--- src/rtl/vga_frame_mux.sv ---
// Frame-synchronous VGA source selector with post-switch colour blanking and dead-source timeout.
// Optional macro VGA_FRAME_MUX_BLANK_COLOR_EN: blank with blank_color_i instead of black.
module vga_frame_mux #(
  parameter int CH_CNT       = 4,
  parameter int SEL_W        = $clog2(CH_CNT),
  parameter int COLOR_W      = 4,
  parameter bit VS_POL       = 1'b0,
  parameter int BLANK_FRAMES = 2,
  parameter int TIMEOUT_CYC  = 2000000,
  parameter int TMO_W        = $clog2(TIMEOUT_CYC + 1)
) (
  input  logic                      clk_i,
  input  logic                      rst_n_i,
  input  logic [SEL_W-1:0]          sel_i,
  input  logic [CH_CNT-1:0]         hs_i,
  input  logic [CH_CNT-1:0]         vs_i,
  input  logic [CH_CNT*COLOR_W-1:0] red_i,
  input  logic [CH_CNT*COLOR_W-1:0] green_i,
  input  logic [CH_CNT*COLOR_W-1:0] blue_i,
  input  logic [3*COLOR_W-1:0]      blank_color_i,
  output logic                      hs_o,
  output logic                      vs_o,
  output logic [COLOR_W-1:0]        red_o,
  output logic [COLOR_W-1:0]        green_o,
  output logic [COLOR_W-1:0]        blue_o,
  output logic [SEL_W-1:0]          cur_ch_o,
  output logic                      busy_o,
  output logic                      sel_err_o
);

  localparam int IDX_W = (CH_CNT > 1) ? $clog2(CH_CNT) : 1;
  localparam int FR_W  = (BLANK_FRAMES > 1) ? $clog2(BLANK_FRAMES) : 1;
  localparam logic [FR_W-1:0]  FR_LAST  = FR_W'((BLANK_FRAMES > 0) ? (BLANK_FRAMES - 1) : 0);
  localparam logic [TMO_W-1:0] TMO_LAST = TMO_W'(TIMEOUT_CYC - 1);
  localparam logic [SEL_W:0]   CH_LIMIT = (SEL_W + 1)'(CH_CNT);
  localparam logic             VS_INACT = ~VS_POL;

  typedef enum logic [1:0] {
    ST_LOCK    = 2'd0,
    ST_WAIT_VS = 2'd1,
    ST_BLANK   = 2'd2
  } state_t;

  state_t              state_r, state_nxt_s;
  logic [SEL_W-1:0]    req_ch_r;
  logic [SEL_W-1:0]    cur_ch_r, cur_ch_nxt_s;
  logic [FR_W-1:0]     frame_cnt_r, frame_cnt_nxt_s;
  logic [TMO_W-1:0]    tmo_cnt_r, tmo_cnt_nxt_s;
  logic [CH_CNT-1:0]   vs_dly_r;
  logic [IDX_W-1:0]    cur_idx_s;
  logic                sel_valid_s;
  logic                vs_edge_s;
  logic                tmo_hit_s;
  logic [COLOR_W-1:0]  blank_r_s, blank_g_s, blank_b_s;

  logic [COLOR_W-1:0]  red_a   [CH_CNT];
  logic [COLOR_W-1:0]  green_a [CH_CNT];
  logic [COLOR_W-1:0]  blue_a  [CH_CNT];

  genvar k;
  for (k = 0; k < CH_CNT; k++) begin : g_unpack
    assign red_a[k]   = red_i[k*COLOR_W +: COLOR_W];
    assign green_a[k] = green_i[k*COLOR_W +: COLOR_W];
    assign blue_a[k]  = blue_i[k*COLOR_W +: COLOR_W];
  end

`ifdef VGA_FRAME_MUX_BLANK_COLOR_EN
  assign blank_r_s = blank_color_i[3*COLOR_W-1 -: COLOR_W];
  assign blank_g_s = blank_color_i[2*COLOR_W-1 -: COLOR_W];
  assign blank_b_s = blank_color_i[COLOR_W-1:0];
`else
  logic unused_blank_s;
  assign unused_blank_s = ^blank_color_i;
  assign blank_r_s = '0;
  assign blank_g_s = '0;
  assign blank_b_s = '0;
`endif

  assign cur_idx_s   = cur_ch_r[IDX_W-1:0];
  assign sel_valid_s = ({1'b0, sel_i} < CH_LIMIT);
  assign vs_edge_s   = (vs_i[cur_idx_s] == VS_POL) && (vs_dly_r[cur_idx_s] != VS_POL);
  assign tmo_hit_s   = (tmo_cnt_r == TMO_LAST);

  // Request capture, select-error pulse and vsync history for edge detection
  always_ff @(posedge clk_i or negedge rst_n_i) begin
    if (!rst_n_i) begin
      req_ch_r  <= '0;
      sel_err_o <= 1'b0;
      vs_dly_r  <= {CH_CNT{VS_INACT}};
    end else begin
      if (sel_valid_s) begin
        req_ch_r <= sel_i;
      end
      sel_err_o <= ~sel_valid_s;
      vs_dly_r  <= vs_i;
    end
  end

  // Switch FSM state and counters
  always_ff @(posedge clk_i or negedge rst_n_i) begin
    if (!rst_n_i) begin
      state_r     <= ST_LOCK;
      cur_ch_r    <= '0;
      frame_cnt_r <= '0;
      tmo_cnt_r   <= '0;
    end else begin
      state_r     <= state_nxt_s;
      cur_ch_r    <= cur_ch_nxt_s;
      frame_cnt_r <= frame_cnt_nxt_s;
      tmo_cnt_r   <= tmo_cnt_nxt_s;
    end
  end

  // Next-state logic; a timeout in WAIT_VS is treated exactly like a vs edge
  always_comb begin
    state_nxt_s     = state_r;
    cur_ch_nxt_s    = cur_ch_r;
    frame_cnt_nxt_s = frame_cnt_r;
    tmo_cnt_nxt_s   = '0;
    case (state_r)
      ST_LOCK: begin
        if (req_ch_r != cur_ch_r) begin
          state_nxt_s = ST_WAIT_VS;
        end else begin
          state_nxt_s = ST_LOCK;
        end
      end
      ST_WAIT_VS: begin
        if (req_ch_r == cur_ch_r) begin
          state_nxt_s = ST_LOCK;
        end else if (vs_edge_s || tmo_hit_s) begin
          cur_ch_nxt_s    = req_ch_r;
          frame_cnt_nxt_s = '0;
          state_nxt_s     = (BLANK_FRAMES > 0) ? ST_BLANK : ST_LOCK;
        end else begin
          tmo_cnt_nxt_s = tmo_cnt_r + TMO_W'(1);
        end
      end
      ST_BLANK: begin
        if (vs_edge_s) begin
          if (frame_cnt_r == FR_LAST) begin
            frame_cnt_nxt_s = '0;
            state_nxt_s     = ST_LOCK;
          end else begin
            frame_cnt_nxt_s = frame_cnt_r + FR_W'(1);
          end
        end else begin
          frame_cnt_nxt_s = frame_cnt_r;
        end
      end
      default: begin
        state_nxt_s     = ST_LOCK;
        frame_cnt_nxt_s = '0;
      end
    endcase
  end

  // Output register: syncs always follow cur_ch, colours are replaced while blanking
  always_ff @(posedge clk_i or negedge rst_n_i) begin
    if (!rst_n_i) begin
      hs_o     <= VS_INACT;
      vs_o     <= VS_INACT;
      red_o    <= '0;
      green_o  <= '0;
      blue_o   <= '0;
      cur_ch_o <= '0;
      busy_o   <= 1'b0;
    end else begin
      hs_o     <= hs_i[cur_idx_s];
      vs_o     <= vs_i[cur_idx_s];
      cur_ch_o <= cur_ch_r;
      busy_o   <= (state_r != ST_LOCK);
      if (state_r == ST_BLANK) begin
        red_o   <= blank_r_s;
        green_o <= blank_g_s;
        blue_o  <= blank_b_s;
      end else begin
        red_o   <= red_a[cur_idx_s];
        green_o <= green_a[cur_idx_s];
        blue_o  <= blue_a[cur_idx_s];
      end
    end
  end

endmodule

--- config.mk ---
export PLATFORM = sky130hd
export DESIGN_NAME = vga_frame_mux
export DESIGN_NICKNAME = d
export VERILOG_FILES = /design/src/rtl/vga_frame_mux.sv
export SDC_FILE = /design/constraint.sdc
export NUM_CORES = 1
export LEC_CHECK = 0
export BUFFER_PORTS_ARGS = -buffer_cell sky130_fd_sc_hd__buf_2
export CAP_MARGIN = 20
export CORE_MARGIN = 2
export CORE_UTILIZATION = 44
export DETAILED_ROUTE_END_ITERATION = 12
export PLACE_DENSITY_LB_ADDON = 0.12
export SYNTH_ARGS = -nofsm -noshare
export SYNTH_HDL_FRONTEND = slang
export SYNTH_SLANG_ARGS = --single-unit
--- constraint.sdc ---
create_clock -name clk_i -period 1.9 [get_ports clk_i]
set_input_delay 0.19 -clock clk_i [delete_from_list [all_inputs] [get_ports clk_i]]
set_output_delay 0.19 -clock clk_i [all_outputs]
set_load 0.005 [all_outputs]
# Word level (Yosys, flattened, before mapping)
# Cells that the tools add are included.
classes:
  n_eq_ne: 10
  n_reduce_logical: 7
  n_lt_le_gt_ge: 2
  muxes: 32
  add_sub_neg: 2
  bitwise: 4
op_table:
  columns: ["cell", "count"]
  rows:
  - ["$mux 21", 3]
  - ["$mux 4", 9]
  - ["$bmux 4 s2", 3]
  - ["$add 21x1->21 const B", 1]
  - ["$eq 21x21->1 const B", 1]
  - ["$mux 1", 8]
  - ["$mux 2", 4]
  - ["$ne 2x2->1 const B", 4]
  - ["$bmux 1 s2", 3]
  - ["$pmux 2 s3", 1]
  - ["$reduce_and 3->1", 2]
  - ["$reduce_and 4->1", 1]
  - ["$ge 3x3->1 const B", 1]
  - ["$lt 2x3->1 const B", 1]
  - ["$ne 3x3->1 const B", 1]
  - ["$not 1->1", 3]
  - ["$not 2->3", 1]
  - ["$pmux 1 s3", 1]
  - ["$eq 2x1->1 const B", 1]
  - ["$eq 2x2->1", 1]
  - ["$eq 2x2->1 const B", 1]
  - ["$logic_not 2->1", 1]
  - ["$ne 2x2->1", 1]
  - ["$reduce_bool 2->1", 1]
  - ["3 further kinds", 3]
totals:
  in_bits: 72
  regBits: 49
  wordCells: 70
  out_inout_bits: 18

# Depth between registers and ports, before layout
depth:
  depth_word: 8
  mapped_depth: 7
  ltp_nobuf: 6

# Worst setup path after synthesis
# No wires, ideal clock.
synth_path:
  path_type: "register -> register"
  from: "register cur_ch_r[0]"
  to: "register cur_ch_r[0]"
  period_less_slack_ns: 1.893
  t_required_ns: 1.775
  path_stages_with_launch: 7
  setup_time_ns: 0.125
  arrival_time_ns: 1.768
  path_slack_ns: 0.007
  path_cell_list: "dfrtp_1 > buf_6 > mux4_2 > nor2b_4 > a41oi_4 > nand2b_4 > mux2_4"
synth_between:
  elab_chain_cells: 6
  elab_cells_between_ends: 10
  cone_classes: "1 x eq/ne; 4 x mux; 2 x bitwise; 3 x reduce/logical"
synth_rtl:
  columns: ["item", "line_no", "source"]
  rows:
  - ["start: declaration", "46", "logic [SEL_W-1:0] cur_ch_r, cur_ch_nxt_s;"]
  - ["start signal: assignment", "108", "cur_ch_r <= cur_ch_nxt_s;"]
  - ["$bmux 1 s2", "81", "assign vs_edge_s = (vs_i[cur_idx_s] == VS_POL) && (vs_dly_r[cur_idx_s] != VS_POL);"]
  - ["$mux 1 (implied by the code)", "81", null]
  - ["$not 1->1", "81", null]
  - ["$logic_and 1x1->1", "81", null]
  - ["$logic_or 1x1->1", "131", "end else if (vs_edge_s || tmo_hit_s) begin"]
  - ["$reduce_and 3->1 (no source line) *", null, null]
# Every way passes the cells marked *; elsewhere a longest branch is shown, timed or not. The select of a mux whose other input is x is not followed.
# A chain may end at the register's enable or synchronous reset.

# Worst setup path after layout
layout_path:
  from: "register tmo_cnt_r[13]"
  to: "register cur_ch_r[1]"
layout_between:
  elab_chain_cells: 3
layout_rtl:
  columns: ["item", "line_no", "source"]
  rows:
  - ["start: declaration", "48", "logic [TMO_W-1:0] tmo_cnt_r, tmo_cnt_nxt_s;"]
  - ["start signal: assignment", "110", "tmo_cnt_r <= tmo_cnt_nxt_s;"]
  - ["$eq 21x21->1", "82", "assign tmo_hit_s = (tmo_cnt_r == TMO_LAST);"]
  - ["$logic_or 1x1->1", "131", null]
  - ["$reduce_and 3->1 (no source line)", null, null]
# Every way passes these cells.

==> run_results.csv <==
group,metric,value,unit
cells_and_area,diodes,0,
clocking,clkTransAtPathRegs,90,ps
route,via_per_inst,4.766,
route,drc,0,
place,routabilityCongestion,0.7606,
cells_and_area,fillers,423,
setup_path,cp_num_buf_inv,0,
route,wl_per_cell,13.82,um
clocking,cts_tree,"yes",
run,cap_viol_max_count,0,
clocking,cts-root-buf,"clkbuf_8",
sta,period_share,100.1,%
sta,setup_viol,2,
place,dp_hpwl,3888,um
cells_and_area,fin_util,61.20,%
setup_path,worstPathRequired,2090,ps
logic_synthesis,synth-compound-area-share,2.674,%
sta,hold_viol,0,
grt,antenna_found_initial,0,
sta,whs,207.9,ps
status,violations,"setup timing",
logic_synthesis,synth.mux.area_fraction,15.42,%
power,ir_drop,751.2,uV
route,drtPass1Iterations,4,
route,drt_iter0_drc,60,
place,dp_cells,345,
sta,period_minus_slack,1901,ps
logic_synthesis,syn-cell-area,2386,um^2
clocking,cts_inserted_buffers,5,
sta,tns,-2.472,ps
logic_synthesis,syn-mean-instance-area,12.62,um^2
setup_path,critPathMaxFanout,4,
setup_path,end_kind,"register",
setup_path,path_cells,"or4_4 > nor4_4 > a41oi_4 > nand2b_4 > mux2_4",
setup_path,startpoint_type,"register",
cells_and_area,final_cells,363,
floorplan,initial_core_util,46.13,%
logic_synthesis,syn_nets,262,
clocking,cts_buffer_depth,2,
cells_and_area,area.sequential,1236,um^2
cells_and_area,layout.cells.most_common,"buf_2",
logic_synthesis,netlist_instances,189,
floorplan,die_w,77.64,um
route,wl,5017,um
grt,grt_first_pass_wirelength,8583,um
clocking,clock-sinks,49,
power,power_leakage,1.430,nW
clocking,clock_latency,290,ps
logic_synthesis,ys_warn_count,0,
route,vias,1730,
cells_and_area,drive_gt1_share,47.78,%
sta,skew,6.786,ps
floorplan,chipHeight,77.64,um
grt,grt_max_degree,21,
sta,setup_ws,-1.447,ps
cells_and_area,nets,365,
floorplan,io_pins,90,
cells_and_area,area_growth,32.67,%
place,portBuffers,76,
logic_synthesis,synth-simple-area-share,18.77,%
logic_synthesis,synth_top_family_by_area,"simple AND/OR/NAND/NOR gates",
grt,track_usage,18.35,%
grt,grt_pass1_vias,1872,
logic_synthesis,synth_xor_area_share,7.708,%
grt,grt_overflow,0,
sta,fmax,525.9,MHz
min_path,worstHoldPathType,"in2reg",
setup_path,critPathArrivalTime,2090,ps
cells_and_area,final_cell_mix,"buf_2 (76), dfrtp_1 (41), nor2_1 (29)",
setup_path,critPathMaxStageDelay,550,ps
sta,finalMaxSlewViolations,0,
logic_synthesis,ys_ff_latch,49,
sta,rsz0062_at_grt,"yes",
cells_and_area,multi_input_area,1086,um^2
power,power.density,1165,nW/um^2
logic_synthesis,ys_seq_area_share,51.70,%
setup_path,critPathKind,"reg2reg",
status,status,"finished, violations left",
setup_path,critPathSlowestCell,"or4_4",
logic_synthesis,synth_cell_types,39,
logic_synthesis,synth_fa_ha_area_share,0.5244,%
clocking,cts-htree-levels,2,
floorplan,row_count,26,
route,final_antenna_net_count,0,
floorplan,core,5172,um^2
floorplan,die_area,6028,um^2
setup_path,cpLargestDelayFamily,"simple AND/OR/NAND/NOR gates",
-- path summary, 6_finish.rpt --
kind / endpoint / slack, ps / startpoint / depth (start not counted)
min in group asynchronous: tmo_cnt_r[16] / 370 / rst_n_i / 2
min reg2reg: tmo_cnt_r[0] / 530 / tmo_cnt_r[0] / 2
min: hs_o / 210 / hs_i[2] / 2
max: cur_ch_r[1] / -1 / tmo_cnt_r[13] / 5
max in group asynchronous: vs_dly_r[3] / 910 / rst_n_i / 3
max reg2reg: cur_ch_r[1] / -1 / tmo_cnt_r[13] / 5
-- synth_stat cells, drive strengths merged --
cell type  instances  area (um^2)
nand2              7        26.28
a21oi              2        10.01
nand4              4        25.02
nand2b             2        20.02
clkbuf             3        11.26
a41oi              1        27.53
mux4              15        337.8
nor2b             14        95.09
inv                6        22.52
o31ai              1        7.510
mux2               2        30.03
dfstp              6        157.7
nor3               2        10.01
nand3              7        35.03
ha                 1        12.51
nor2              29        108.9
o21ai              1        5.000
nor4               2        33.78
and4               1        8.760
dfrtp             43         1076
or4                2        18.77
nor3b              2        20.02
a31oi              1        6.260
conb               1        3.750
xor2               8        70.07
and3               3        18.77
or3                1        6.260
a211oi             1        7.510
nor4b              1        15.01
xnor2             13        113.9
or2                1        6.260
buf                6        38.79
-- routing by layer --
metal  part of all wire, %  global-route usage [%]  vias to the layer above
met1                    42                   22.90                      827
met2                    53                   31.98                       42
met3                   3.8                   3.605                        5
met4                   1.2                   5.893                        0
li1                      -                       -                      856
met5                     0                       0                        -
-- worst reg2reg max path, delay by kind of cell, from the launching register on --
| kind | cells | cell delay, ps |
|---|---|---|
| muxes | 1 | 290 |
| AOI/OAI and AO/OA | 1 | 170 |
| and+or+nand+nor | 3 | 940 |
| DFF | 1 | 400 |
-- state kept, by name (all words and copies together), names as in the netlist, 2 cells and up --
register / count
cur_ch_o: 2
green_o: 4
red_o: 4
tmo_cnt_r: 21
req_ch_r: 2
vs_dly_r: 4
cur_ch_r: 2
state_r: 2
blue_o: 4
-- layout make-up --
class	instances	share of cell area, %
sequential	49	39.05
multi-input combinational	125	34.31
timing repair buffer	105	19.96
clock buffer	7	3.043
tap	70	2.767
inverter	6	0.7115
clock inverter	1	0.1581
-- report_power, final --
group          total (mW)  internal, mW  leakage [nW]  switching, mW
combinational        1.58         0.892         0.762          0.684
clock               0.660         0.329        0.0542          0.331
sequential           1.45          1.33         0.614          0.124
total                3.69          2.55          1.43           1.14
-- logic make-up (layout without fill, tap and decap cells) --
group	after synthesis	count (layout)
compound gates	7	7
xor+xnor	21	21
buf+inv	15	119
flops	49	49
mux	17	17
fa+ha+maj	1	1
simple gates	78	78
other cells	1	1
-- metrics by stage --
| step | power (mW) | instance area (um^2) | setup WS [ps] |
|---|---|---|---|
| final | 3.687 | 3166 | -1.447 |
| after floorplan | 2.431 | 2386 | 7.203 |
| after CTS | 3.732 | 3151 | -7.498 |
| after global routing | 3.961 | 3166 | -65.22 |
| after detailed placement | 3.042 | 2959 | -66.46 |
| after global placement | 3.007 | 2959 | -9.082 |
-- timing repair --
action / in CTS / in global routing
hold endpoints to repair: 24 / 0
hold buffers: 7 / 0
setup buffers: 2 / 1
resized for setup: 2 / 2
endpoints found under the setup margin: 23 / 23
pin swaps: 1 / 0
Note: power is estimated with default switching activity, not from simulation.
